<file path="src/rtl/tvram_dma_pkg.sv">
// Shared types and constants for the Batrider text/palette DMA scheduler.
package tvram_dma_pkg;

  typedef enum logic [2:0] {
    IDLE,
    REQ,
    LOCK,
    ISSUE,
    WAIT,
    CAPTURE,
    HOLD,
    RELEASE
  } state_t;

  typedef enum logic {
    CMD_TD,
    CMD_PT
  } cmd_t;

  // Word-address boundaries of the TVRAM banks, decoded downstream of WR_ADDR.
  localparam logic [13:0] BANK_TEXT_END   = 14'h1000;
  localparam logic [13:0] BANK_PAL_END    = 14'h1800;
  localparam logic [13:0] BANK_SEL_END    = 14'h1900;
  localparam logic [13:0] BANK_SCROLL_END = 14'h1A00;

  // True while a word read/write is in flight on the bus.
  function automatic logic is_xfer(input state_t s);
    return (s == ISSUE) || (s == WAIT) || (s == CAPTURE);
  endfunction

endpackage

</file>
<file path="src/rtl/tvram_dma_sched_if.sv">
// Command, bus-handshake, main-RAM read and TVRAM write signals of the DMA scheduler.
interface tvram_dma_sched_if;
  logic        TEXTDATA_REQ;
  logic        PALTEXT_REQ;
  logic        BUSACK;
  logic        BUSREQ;
  logic        BUSY;
  logic        DMA_RAM_CS;
  logic [13:0] DMA_RAM_ADDR;
  logic [15:0] DMA_RAM_DATA;
  logic        WR_EN;
  logic [13:0] WR_ADDR;
  logic [15:0] WR_DATA;
  logic        TEXTROM_LOCK;
  logic        DONE;
  logic        ACK_ERR;

  // Environment side: CPU command decode, 68K bus owner and main RAM.
  modport master (
    output TEXTDATA_REQ, PALTEXT_REQ, BUSACK, DMA_RAM_DATA,
    input  BUSREQ, BUSY, DMA_RAM_CS, DMA_RAM_ADDR, WR_EN, WR_ADDR, WR_DATA,
           TEXTROM_LOCK, DONE, ACK_ERR
  );

  // Scheduler side.
  modport slave (
    input  TEXTDATA_REQ, PALTEXT_REQ, BUSACK, DMA_RAM_DATA,
    output BUSREQ, BUSY, DMA_RAM_CS, DMA_RAM_ADDR, WR_EN, WR_ADDR, WR_DATA,
           TEXTROM_LOCK, DONE, ACK_ERR
  );
endinterface

</file>
<file path="src/rtl/tvram_dma_cmdq.sv">
// Pending-command flags with coalescing and text-over-palette priority select.
module tvram_dma_cmdq
  import tvram_dma_pkg::*;
(
  input  logic clk_i,
  input  logic rst_i,
  input  logic td_req_i,
  input  logic pt_req_i,
  input  logic lock_i,
  input  logic take_i,
  output logic valid_o,
  output cmd_t sel_o,
  output logic pend_any_d_o
);

  logic pend_td_q, pend_td_d;
  logic pend_pt_q, pend_pt_d;
  logic td_avail_s, pt_avail_s;

  // A same-cycle pulse is visible immediately so IDLE can leave without an extra cycle.
  always_comb begin
    td_avail_s = pend_td_q | (td_req_i & ~lock_i);
    pt_avail_s = pend_pt_q | pt_req_i;
    valid_o    = td_avail_s | pt_avail_s;
    if (td_avail_s) begin
      sel_o = CMD_TD;
    end else begin
      sel_o = CMD_PT;
    end
  end

  // A flag holds at most one queued run; the chosen one is consumed when IDLE is left.
  always_comb begin
    pend_td_d    = td_avail_s & ~(take_i & (sel_o == CMD_TD));
    pend_pt_d    = pt_avail_s & ~(take_i & (sel_o == CMD_PT));
    pend_any_d_o = pend_td_d | pend_pt_d;
  end

  // Pending flag registers.
  always_ff @(posedge clk_i or posedge rst_i) begin
    if (rst_i) begin
      pend_td_q <= 1'b0;
      pend_pt_q <= 1'b0;
    end else begin
      pend_td_q <= pend_td_d;
      pend_pt_q <= pend_pt_d;
    end
  end

endmodule

</file>
<file path="src/rtl/tvram_dma_sched.sv">
// Batrider text/palette DMA sequencer: bus handshake, main-RAM reads, TVRAM writes.
module tvram_dma_sched
  import tvram_dma_pkg::*;
#(
  parameter logic [13:0] PALTEXT_LEN = BANK_SCROLL_END,
  parameter int unsigned RD_LAT      = 2,
  parameter int unsigned ACK_TIMEOUT = 1024
) (
  input  logic               CLK96,
  input  logic               RESET96,
  tvram_dma_sched_if.slave   bus
);

  localparam int          TO_W      = $clog2(ACK_TIMEOUT);
  localparam logic [13:0] LAST_WORD = PALTEXT_LEN - 14'd1;
  localparam logic [TO_W-1:0] TO_LAST = TO_W'(ACK_TIMEOUT - 1);
  localparam logic [2:0]  LAT_LAST  = 3'(RD_LAT - 1);

  state_t          state_q, state_d;
  cmd_t            cmd_q, cmd_d;
  logic [13:0]     wcnt_q, wcnt_d;
  logic [TO_W-1:0] tcnt_q, tcnt_d;
  logic [2:0]      lcnt_q, lcnt_d;
  logic            lost_q, lost_d;
  logic            take_s, done_s, err_s;
  logic            q_valid_s, q_pend_d_s;
  cmd_t            q_sel_s;

  logic            busreq_q, busy_q, cs_q, wr_en_q, lock_q, done_q, err_q;
  logic [13:0]     addr_q, wr_addr_q;
  logic [15:0]     wr_data_q;

  tvram_dma_cmdq u_cmdq (
    .clk_i        (CLK96),
    .rst_i        (RESET96),
    .td_req_i     (bus.TEXTDATA_REQ),
    .pt_req_i     (bus.PALTEXT_REQ),
    .lock_i       (lock_q),
    .take_i       (take_s),
    .valid_o      (q_valid_s),
    .sel_o        (q_sel_s),
    .pend_any_d_o (q_pend_d_s)
  );

  // Next-state, counters and completion/error events.
  always_comb begin
    state_d = state_q;
    cmd_d   = cmd_q;
    wcnt_d  = wcnt_q;
    tcnt_d  = tcnt_q;
    lcnt_d  = lcnt_q;
    take_s  = 1'b0;
    done_s  = 1'b0;
    err_s   = 1'b0;
    // Remember a grant loss during a word so the word finishes before parking in HOLD.
    if (is_xfer(state_q) && !bus.BUSACK) begin
      lost_d = 1'b1;
    end else begin
      lost_d = lost_q;
    end
    case (state_q)
      IDLE: begin
        tcnt_d = '0;
        lost_d = 1'b0;
        if (q_valid_s) begin
          take_s  = 1'b1;
          cmd_d   = q_sel_s;
          state_d = REQ;
        end else begin
          state_d = IDLE;
        end
      end
      REQ: begin
        if (bus.BUSACK) begin
          tcnt_d = '0;
          if (cmd_q == CMD_TD) begin
            state_d = LOCK;
          end else begin
            state_d = ISSUE;
          end
        end else if (tcnt_q == TO_LAST) begin
          tcnt_d  = '0;
          err_s   = 1'b1;
          state_d = RELEASE;
        end else begin
          tcnt_d = tcnt_q + 1'b1;
        end
      end
      LOCK: begin
        done_s  = 1'b1;
        state_d = RELEASE;
      end
      ISSUE: begin
        lcnt_d  = 3'd0;
        state_d = WAIT;
      end
      WAIT: begin
        if (lcnt_q == LAT_LAST) begin
          lcnt_d  = 3'd0;
          state_d = CAPTURE;
        end else begin
          lcnt_d = lcnt_q + 3'd1;
        end
      end
      CAPTURE: begin
        wcnt_d = wcnt_q + 14'd1;
        if (wcnt_q == LAST_WORD) begin
          done_s  = 1'b1;
          state_d = RELEASE;
        end else if (lost_d) begin
          state_d = HOLD;
        end else begin
          state_d = ISSUE;
        end
      end
      HOLD: begin
        if (bus.BUSACK) begin
          lost_d  = 1'b0;
          state_d = ISSUE;
        end else begin
          state_d = HOLD;
        end
      end
      RELEASE: begin
        wcnt_d  = 14'd0;
        state_d = IDLE;
      end
      default: begin
        state_d = IDLE;
      end
    endcase
  end

  // State, counters and outputs; all outputs are registered from the next state.
  always_ff @(posedge CLK96 or posedge RESET96) begin
    if (RESET96) begin
      state_q   <= IDLE;
      cmd_q     <= CMD_TD;
      wcnt_q    <= 14'd0;
      tcnt_q    <= '0;
      lcnt_q    <= 3'd0;
      lost_q    <= 1'b0;
      busreq_q  <= 1'b0;
      busy_q    <= 1'b0;
      cs_q      <= 1'b0;
      addr_q    <= 14'd0;
      wr_en_q   <= 1'b0;
      wr_addr_q <= 14'd0;
      wr_data_q <= 16'd0;
      lock_q    <= 1'b0;
      done_q    <= 1'b0;
      err_q     <= 1'b0;
    end else begin
      state_q  <= state_d;
      cmd_q    <= cmd_d;
      wcnt_q   <= wcnt_d;
      tcnt_q   <= tcnt_d;
      lcnt_q   <= lcnt_d;
      lost_q   <= lost_d;
      busreq_q <= (state_d != IDLE) && (state_d != RELEASE);
      busy_q   <= q_pend_d_s | (state_d != IDLE);
      cs_q     <= (state_d == ISSUE) || (state_d == WAIT);
      wr_en_q  <= (state_d == CAPTURE);
      lock_q   <= lock_q | (state_q == LOCK);
      done_q   <= done_s;
      err_q    <= err_s;
      if (state_d == ISSUE) begin
        addr_q <= wcnt_d;
      end
      if (state_d == CAPTURE) begin
        wr_addr_q <= wcnt_q;
        wr_data_q <= bus.DMA_RAM_DATA;
      end
    end
  end

  assign bus.BUSREQ       = busreq_q;
  assign bus.BUSY         = busy_q;
  assign bus.DMA_RAM_CS   = cs_q;
  assign bus.DMA_RAM_ADDR = addr_q;
  assign bus.WR_EN        = wr_en_q;
  assign bus.WR_ADDR      = wr_addr_q;
  assign bus.WR_DATA      = wr_data_q;
  assign bus.TEXTROM_LOCK = lock_q;
  assign bus.DONE         = done_q;
  assign bus.ACK_ERR      = err_q;

endmodule

</file>
<file path="src/flat_wrapper.sv">
// flat-port wrapper written by rule: the top's interface ports become plain ports
module tvram_dma_sched_flat import tvram_dma_pkg::*;
#(
  parameter logic [13:0] PALTEXT_LEN = BANK_SCROLL_END,
  parameter int unsigned RD_LAT      = 2,
  parameter int unsigned ACK_TIMEOUT = 1024
)
  (CLK96, RESET96, bus_TEXTDATA_REQ, bus_PALTEXT_REQ, bus_BUSACK, bus_DMA_RAM_DATA, bus_BUSREQ, bus_BUSY, bus_DMA_RAM_CS, bus_DMA_RAM_ADDR, bus_WR_EN, bus_WR_ADDR, bus_WR_DATA, bus_TEXTROM_LOCK, bus_DONE, bus_ACK_ERR);
  tvram_dma_sched_if bus_i ();
  input  logic CLK96;
  input  logic RESET96;
  input wire logic [$bits(bus_i.TEXTDATA_REQ)-1:0] bus_TEXTDATA_REQ;
  input wire logic [$bits(bus_i.PALTEXT_REQ)-1:0] bus_PALTEXT_REQ;
  input wire logic [$bits(bus_i.BUSACK)-1:0] bus_BUSACK;
  input wire logic [$bits(bus_i.DMA_RAM_DATA)-1:0] bus_DMA_RAM_DATA;
  output wire logic [$bits(bus_i.BUSREQ)-1:0] bus_BUSREQ;
  output wire logic [$bits(bus_i.BUSY)-1:0] bus_BUSY;
  output wire logic [$bits(bus_i.DMA_RAM_CS)-1:0] bus_DMA_RAM_CS;
  output wire logic [$bits(bus_i.DMA_RAM_ADDR)-1:0] bus_DMA_RAM_ADDR;
  output wire logic [$bits(bus_i.WR_EN)-1:0] bus_WR_EN;
  output wire logic [$bits(bus_i.WR_ADDR)-1:0] bus_WR_ADDR;
  output wire logic [$bits(bus_i.WR_DATA)-1:0] bus_WR_DATA;
  output wire logic [$bits(bus_i.TEXTROM_LOCK)-1:0] bus_TEXTROM_LOCK;
  output wire logic [$bits(bus_i.DONE)-1:0] bus_DONE;
  output wire logic [$bits(bus_i.ACK_ERR)-1:0] bus_ACK_ERR;
  assign bus_i.TEXTDATA_REQ = bus_TEXTDATA_REQ;
  assign bus_i.PALTEXT_REQ = bus_PALTEXT_REQ;
  assign bus_i.BUSACK = bus_BUSACK;
  assign bus_i.DMA_RAM_DATA = bus_DMA_RAM_DATA;
  assign bus_BUSREQ = bus_i.BUSREQ;
  assign bus_BUSY = bus_i.BUSY;
  assign bus_DMA_RAM_CS = bus_i.DMA_RAM_CS;
  assign bus_DMA_RAM_ADDR = bus_i.DMA_RAM_ADDR;
  assign bus_WR_EN = bus_i.WR_EN;
  assign bus_WR_ADDR = bus_i.WR_ADDR;
  assign bus_WR_DATA = bus_i.WR_DATA;
  assign bus_TEXTROM_LOCK = bus_i.TEXTROM_LOCK;
  assign bus_DONE = bus_i.DONE;
  assign bus_ACK_ERR = bus_i.ACK_ERR;
  tvram_dma_sched #(.PALTEXT_LEN(PALTEXT_LEN), .RD_LAT(RD_LAT), .ACK_TIMEOUT(ACK_TIMEOUT)) u_core (.CLK96(CLK96), .RESET96(RESET96), .bus(bus_i));
endmodule
</file>
<file path="config.mk">
export PLATFORM = sky130hd
export DESIGN_NAME = tvram_dma_sched_flat
export DESIGN_NICKNAME = d
export VERILOG_FILES = /design/src/rtl/tvram_dma_pkg.sv /design/src/rtl/tvram_dma_sched_if.sv /design/src/rtl/tvram_dma_cmdq.sv /design/src/rtl/tvram_dma_sched.sv /design/src/flat_wrapper.sv
export SDC_FILE = /design/constraint.sdc
export NUM_CORES = 1
export LEC_CHECK = 0
export ABC_CLOCK_PERIOD_IN_PS = 3500
export CORE_ASPECT_RATIO = 1.75
export CORE_MARGIN = 5
export CORE_UTILIZATION = 43
export DETAILED_ROUTE_END_ITERATION = 6
export HOLD_SLACK_MARGIN = 0.15
export PLACE_DENSITY = 0.68
export RECOVER_POWER = 25
export SETUP_SLACK_MARGIN = 0.15
export SLEW_MARGIN = 10
export SYNTH_ARGS = -nofsm -noshare
export SYNTH_HDL_FRONTEND = slang
export SYNTH_SLANG_ARGS = --single-unit
</file>
<file path="constraint.sdc">
create_clock -name CLK96 -period 3.5 [get_ports CLK96]
set_input_delay 0.7 -clock CLK96 [delete_from_list [all_inputs] [get_ports CLK96]]
set_output_delay 0.7 -clock CLK96 [all_outputs]
set_load 0.02 [all_outputs]
</file>
==> results_dict.tcl <==
set metrics [dict create \
    synth_cell_types 61 \
    ys_ff_latch 85 \
    synth_compound_area_share_pct 10.64 \
    die_area_um2 10850 \
    slew_headroom_pct 19.01 \
    drcViolationCount 0 \
    yosys.area.top_type "dfrtp_1" \
    startpoint_type "primary input" \
    fin_crit_ps 2668 \
    grt_max_degree 35 \
    ff_latch_area_um2 2127 \
    status "finished, final reports clean" \
    ys_warn_count 0 \
    htreeDepth 3 \
    clockBufferDepth 2 \
    hpwl_um 5723 \
    routabilityCongestion 0.8019 \
    setup_viol 0 \
    ir_drop_uv 425.1 \
    track_usage_pct 15.28 \
    drv_slew 0 \
    cts_made_buffers 9 \
    die_height_um 134.1 \
    clkSinkCount 85 \
    min_period_over_period_pct 76.23 \
    syn_nets 338 \
    root_buffer "clkbuf_16" \
    timing.max_cap.violations 0 \
    dominantRegCellSynth "dfrtp_1" \
    cts_hold_buf 0 \
    clock.fmax_ghz 0.3748 \
    yosysSeqAreaShare_pct 56.20 \
    endpoint "u_core.bus.DMA_RAM_ADDR[11]$_DFFE_PP0N_" \
    post_cts_buffers 0 \
    grt-ovfl-total 0 \
    cp.arrival_ps 2890 \
    rr_startpoint "u_core.state_q[1]$_DFF_PP0_" \
    core_area_um2 8671 \
    rrSetupSlack_ps 950 \
    diodes 0 \
    areaGrowthSynthToFinish_pct 29.98 \
    io_buffers 71 \
    synthAdderAreaFrac_pct 0.6612 \
    clock_latency_ps 330 \
    fp.dieW_um 80.92 \
    setup_tns_ps 0 \
    synth_top_family_by_area "multiplexers" \
    tritoncts "yes" \
    cp.required_ps 3720 \
    dr_total_vias 2710 \
    hold_violations 0 \
    routed_wirelength_um 7845 \
    dpl_cell_area_um2 4611 \
    fin_nets 412 \
    first_pass_iters 4 \
    yosys.area.top_type_share_pct 56.20 \
    hp-class "reg2reg" \
    rsz0062_at_grt "false" \
    drtIter0Drc 124 \
    multiInputGateArea_um2 1554 \
    viasPerCell 5.303 \
    ios 72 \
    reg2regPathDepth 7 \
    syn_inst 315 \
    synth.cell_area_um2 3785 \
    async_reset_ff_share_pct 100.0 \
    wl_per_cell_um 15.35 \
    crit_path_end_kind "register" \
    synth.avg_cell_area_um2 12.02 \
    rows 45 \
    grt_pass1_wl_um 12630 \
    crit_path_max_fanout 15 \
    antenna_found_initial 0 \
    yosys.area_share.simple_pct 13.45 \
    crit_type "in2reg" \
    layout-drive-gt1-share_pct 20.05 \
    synth_edf_count 0 \
    r2r-end "u_core.bus.DMA_RAM_ADDR[13]$_DFFE_PP0N_" \
    worst_pin_slew_ps 1208 \
    synth_area_leaders "dfrtp_1 (56%), mux2_2 (10%), mux2_4 (3.6%)" \
    post_cts_resized 0 \
    design_area_um2 4920 \
    muxShareOfSynthArea_pct 15.83 \
    path_clk_slew_ps 60 \
    grt_pass1_vias 2654 \
    synth_xor_area_share_pct 0.4628 \
    startpoint "bus_BUSACK" \
    ant_nets 0 \
    start_util_pct 43.65 \
    skew_ps 6.637 \
    p_per_area_nw_per_um2 756.5 \
    fillers 786 \
    p_leak_nw 2.174 \
]
## sequential cells by signal, indices dropped and copies added (netlist names), 3 cells and up
name	flops
u_core.state_q	3
u_core.lcnt_q	3
u_core.bus.DMA_RAM_ADDR	14
u_core.bus.WR_DATA	16
u_core.wcnt_q	14
u_core.bus.WR_ADDR	14
u_core.tcnt_q	10
## synth_stat cells (2+ instances only)
master	instances
a21oi_1	5
a31oi_1	4
and3_1	7
buf_2	5
clkbuf_1	6
dfrtp_1	85
ha_1	2
inv_1	8
mux2_2	35
mux2_4	9
mux2i_1	7
nand2_1	28
nand2b_1	4
nand3_1	14
nand3_2	2
nand3b_1	2
nand4_1	2
nor2_1	12
nor2b_1	2
nor3_1	4
o211ai_1	2
o21ai_0	26
o21bai_1	2
o31ai_1	5
## metal layers
metal	global-route usage, %	routed length (µm)	part of all wire, %
met1	16.23	3042	39
met2	27.58	4358	56
met3	3.763	284	3.6
met4	6.955	160	2.0
met5	0	0	0
## cell usage in the layout (no fill, tap or decap), drive strengths merged, types with 2 or more instances in the layout
cell type,instances
nor2,12
a21oi,6
o21bai,2
nand2b,4
a31oi,4
dlygate4sd3,2
nand2,28
clkdlybuf4s50,69
clkinv,4
and3,8
mux2i,7
or2,2
o211ai,2
dfrtp,85
ha,2
buf,4
o21ai,27
o31ai,5
clkbuf,13
nor3,5
nand4,3
inv,7
nor2b,3
mux2,44
nand3,16
nand3b,2
or3,2
o41ai,2
## worst max-delay path, stage by stage
cell and delay, ps:
clkdlybuf4s50_1 560, inv_1 110, nand3_1 240, or3_2 200, clkinv_1 110, a2111oi_4 280, buf_4 320, mux2_2 370
## cell type report
class                           count  area share [%]
Sequential cell                    85           43.23
Inverter                            9          0.7121
Clock buffer                       12           5.417
Timing Repair Buffer               76           15.16
Clock inverter                      4          0.9156
Multi-Input combinational cell    208           31.59
Tap cell                          117           2.976
## report_power, final
group	leakage (nW)	switching [W]	total, W	internal [W]
clock network	0.158	0.000356	0.000963	0.000607
registers	1.11	0.000203	0.00141	0.00121
logic	0.907	0.000681	0.00135	0.000668
## metrics by stage
stage | power, W | std cells | hold WS, ps | setup WS [ps] | utilization, %
finish | 0.003722 | 511 | 501.1 | 832.1 | 56.74
global route | 0.003934 | 511 | 519.5 | 688.4 | 56.74
CTS | 0.003778 | 511 | 505.1 | 862.3 | 56.77
detailed placement | 0.002797 | 495 | 492.1 | 505.5 | 53.17
global placement | 0.002765 | 495 | 487.2 | 554.8 | 53.17
floorplan | 0.002313 | 315 | 471.3 | 606.5 | -
## kinds of logic (layout without fill, tap and decap cells)
logic type	after synthesis	in the layout
simple gates	94	94
flops	85	85
compound gates	59	59
mux	51	51
buf+inv	22	101
fa+ha+maj	2	2
xor+xnor	2	2
## how the worst min path moves through the flow
stage / start / endpoint / slack (ps) / cells past startpoint
6_report: u_core.bus.WR_DATA[7]$_DFFE_PP0N_ / u_core.bus.WR_DATA[7]$_DFFE_PP0N_ / 500 / 1
5_1_grt: u_core.bus.WR_DATA[15]$_DFFE_PP0N_ / u_core.bus.WR_DATA[15]$_DFFE_PP0N_ / 520 / 1
4_1_cts: u_core.bus.WR_ADDR[6]$_DFFE_PP0N_ / u_core.bus.WR_ADDR[6]$_DFFE_PP0N_ / 510 / 1
3_5_place_dp: u_core.bus.WR_ADDR[6]$_DFFE_PP0N_ / u_core.bus.WR_ADDR[6]$_DFFE_PP0N_ / 490 / 1
3_3_place_gp: u_core.bus.WR_DATA[12]$_DFFE_PP0N_ / u_core.bus.WR_DATA[12]$_DFFE_PP0N_ / 490 / 1
2_1_floorplan: u_core.cmd_q$_DFFE_PP0P_ / u_core.cmd_q$_DFFE_PP0P_ / 470 / 1
No activity file was read; power rests on OpenSTA's default activity.
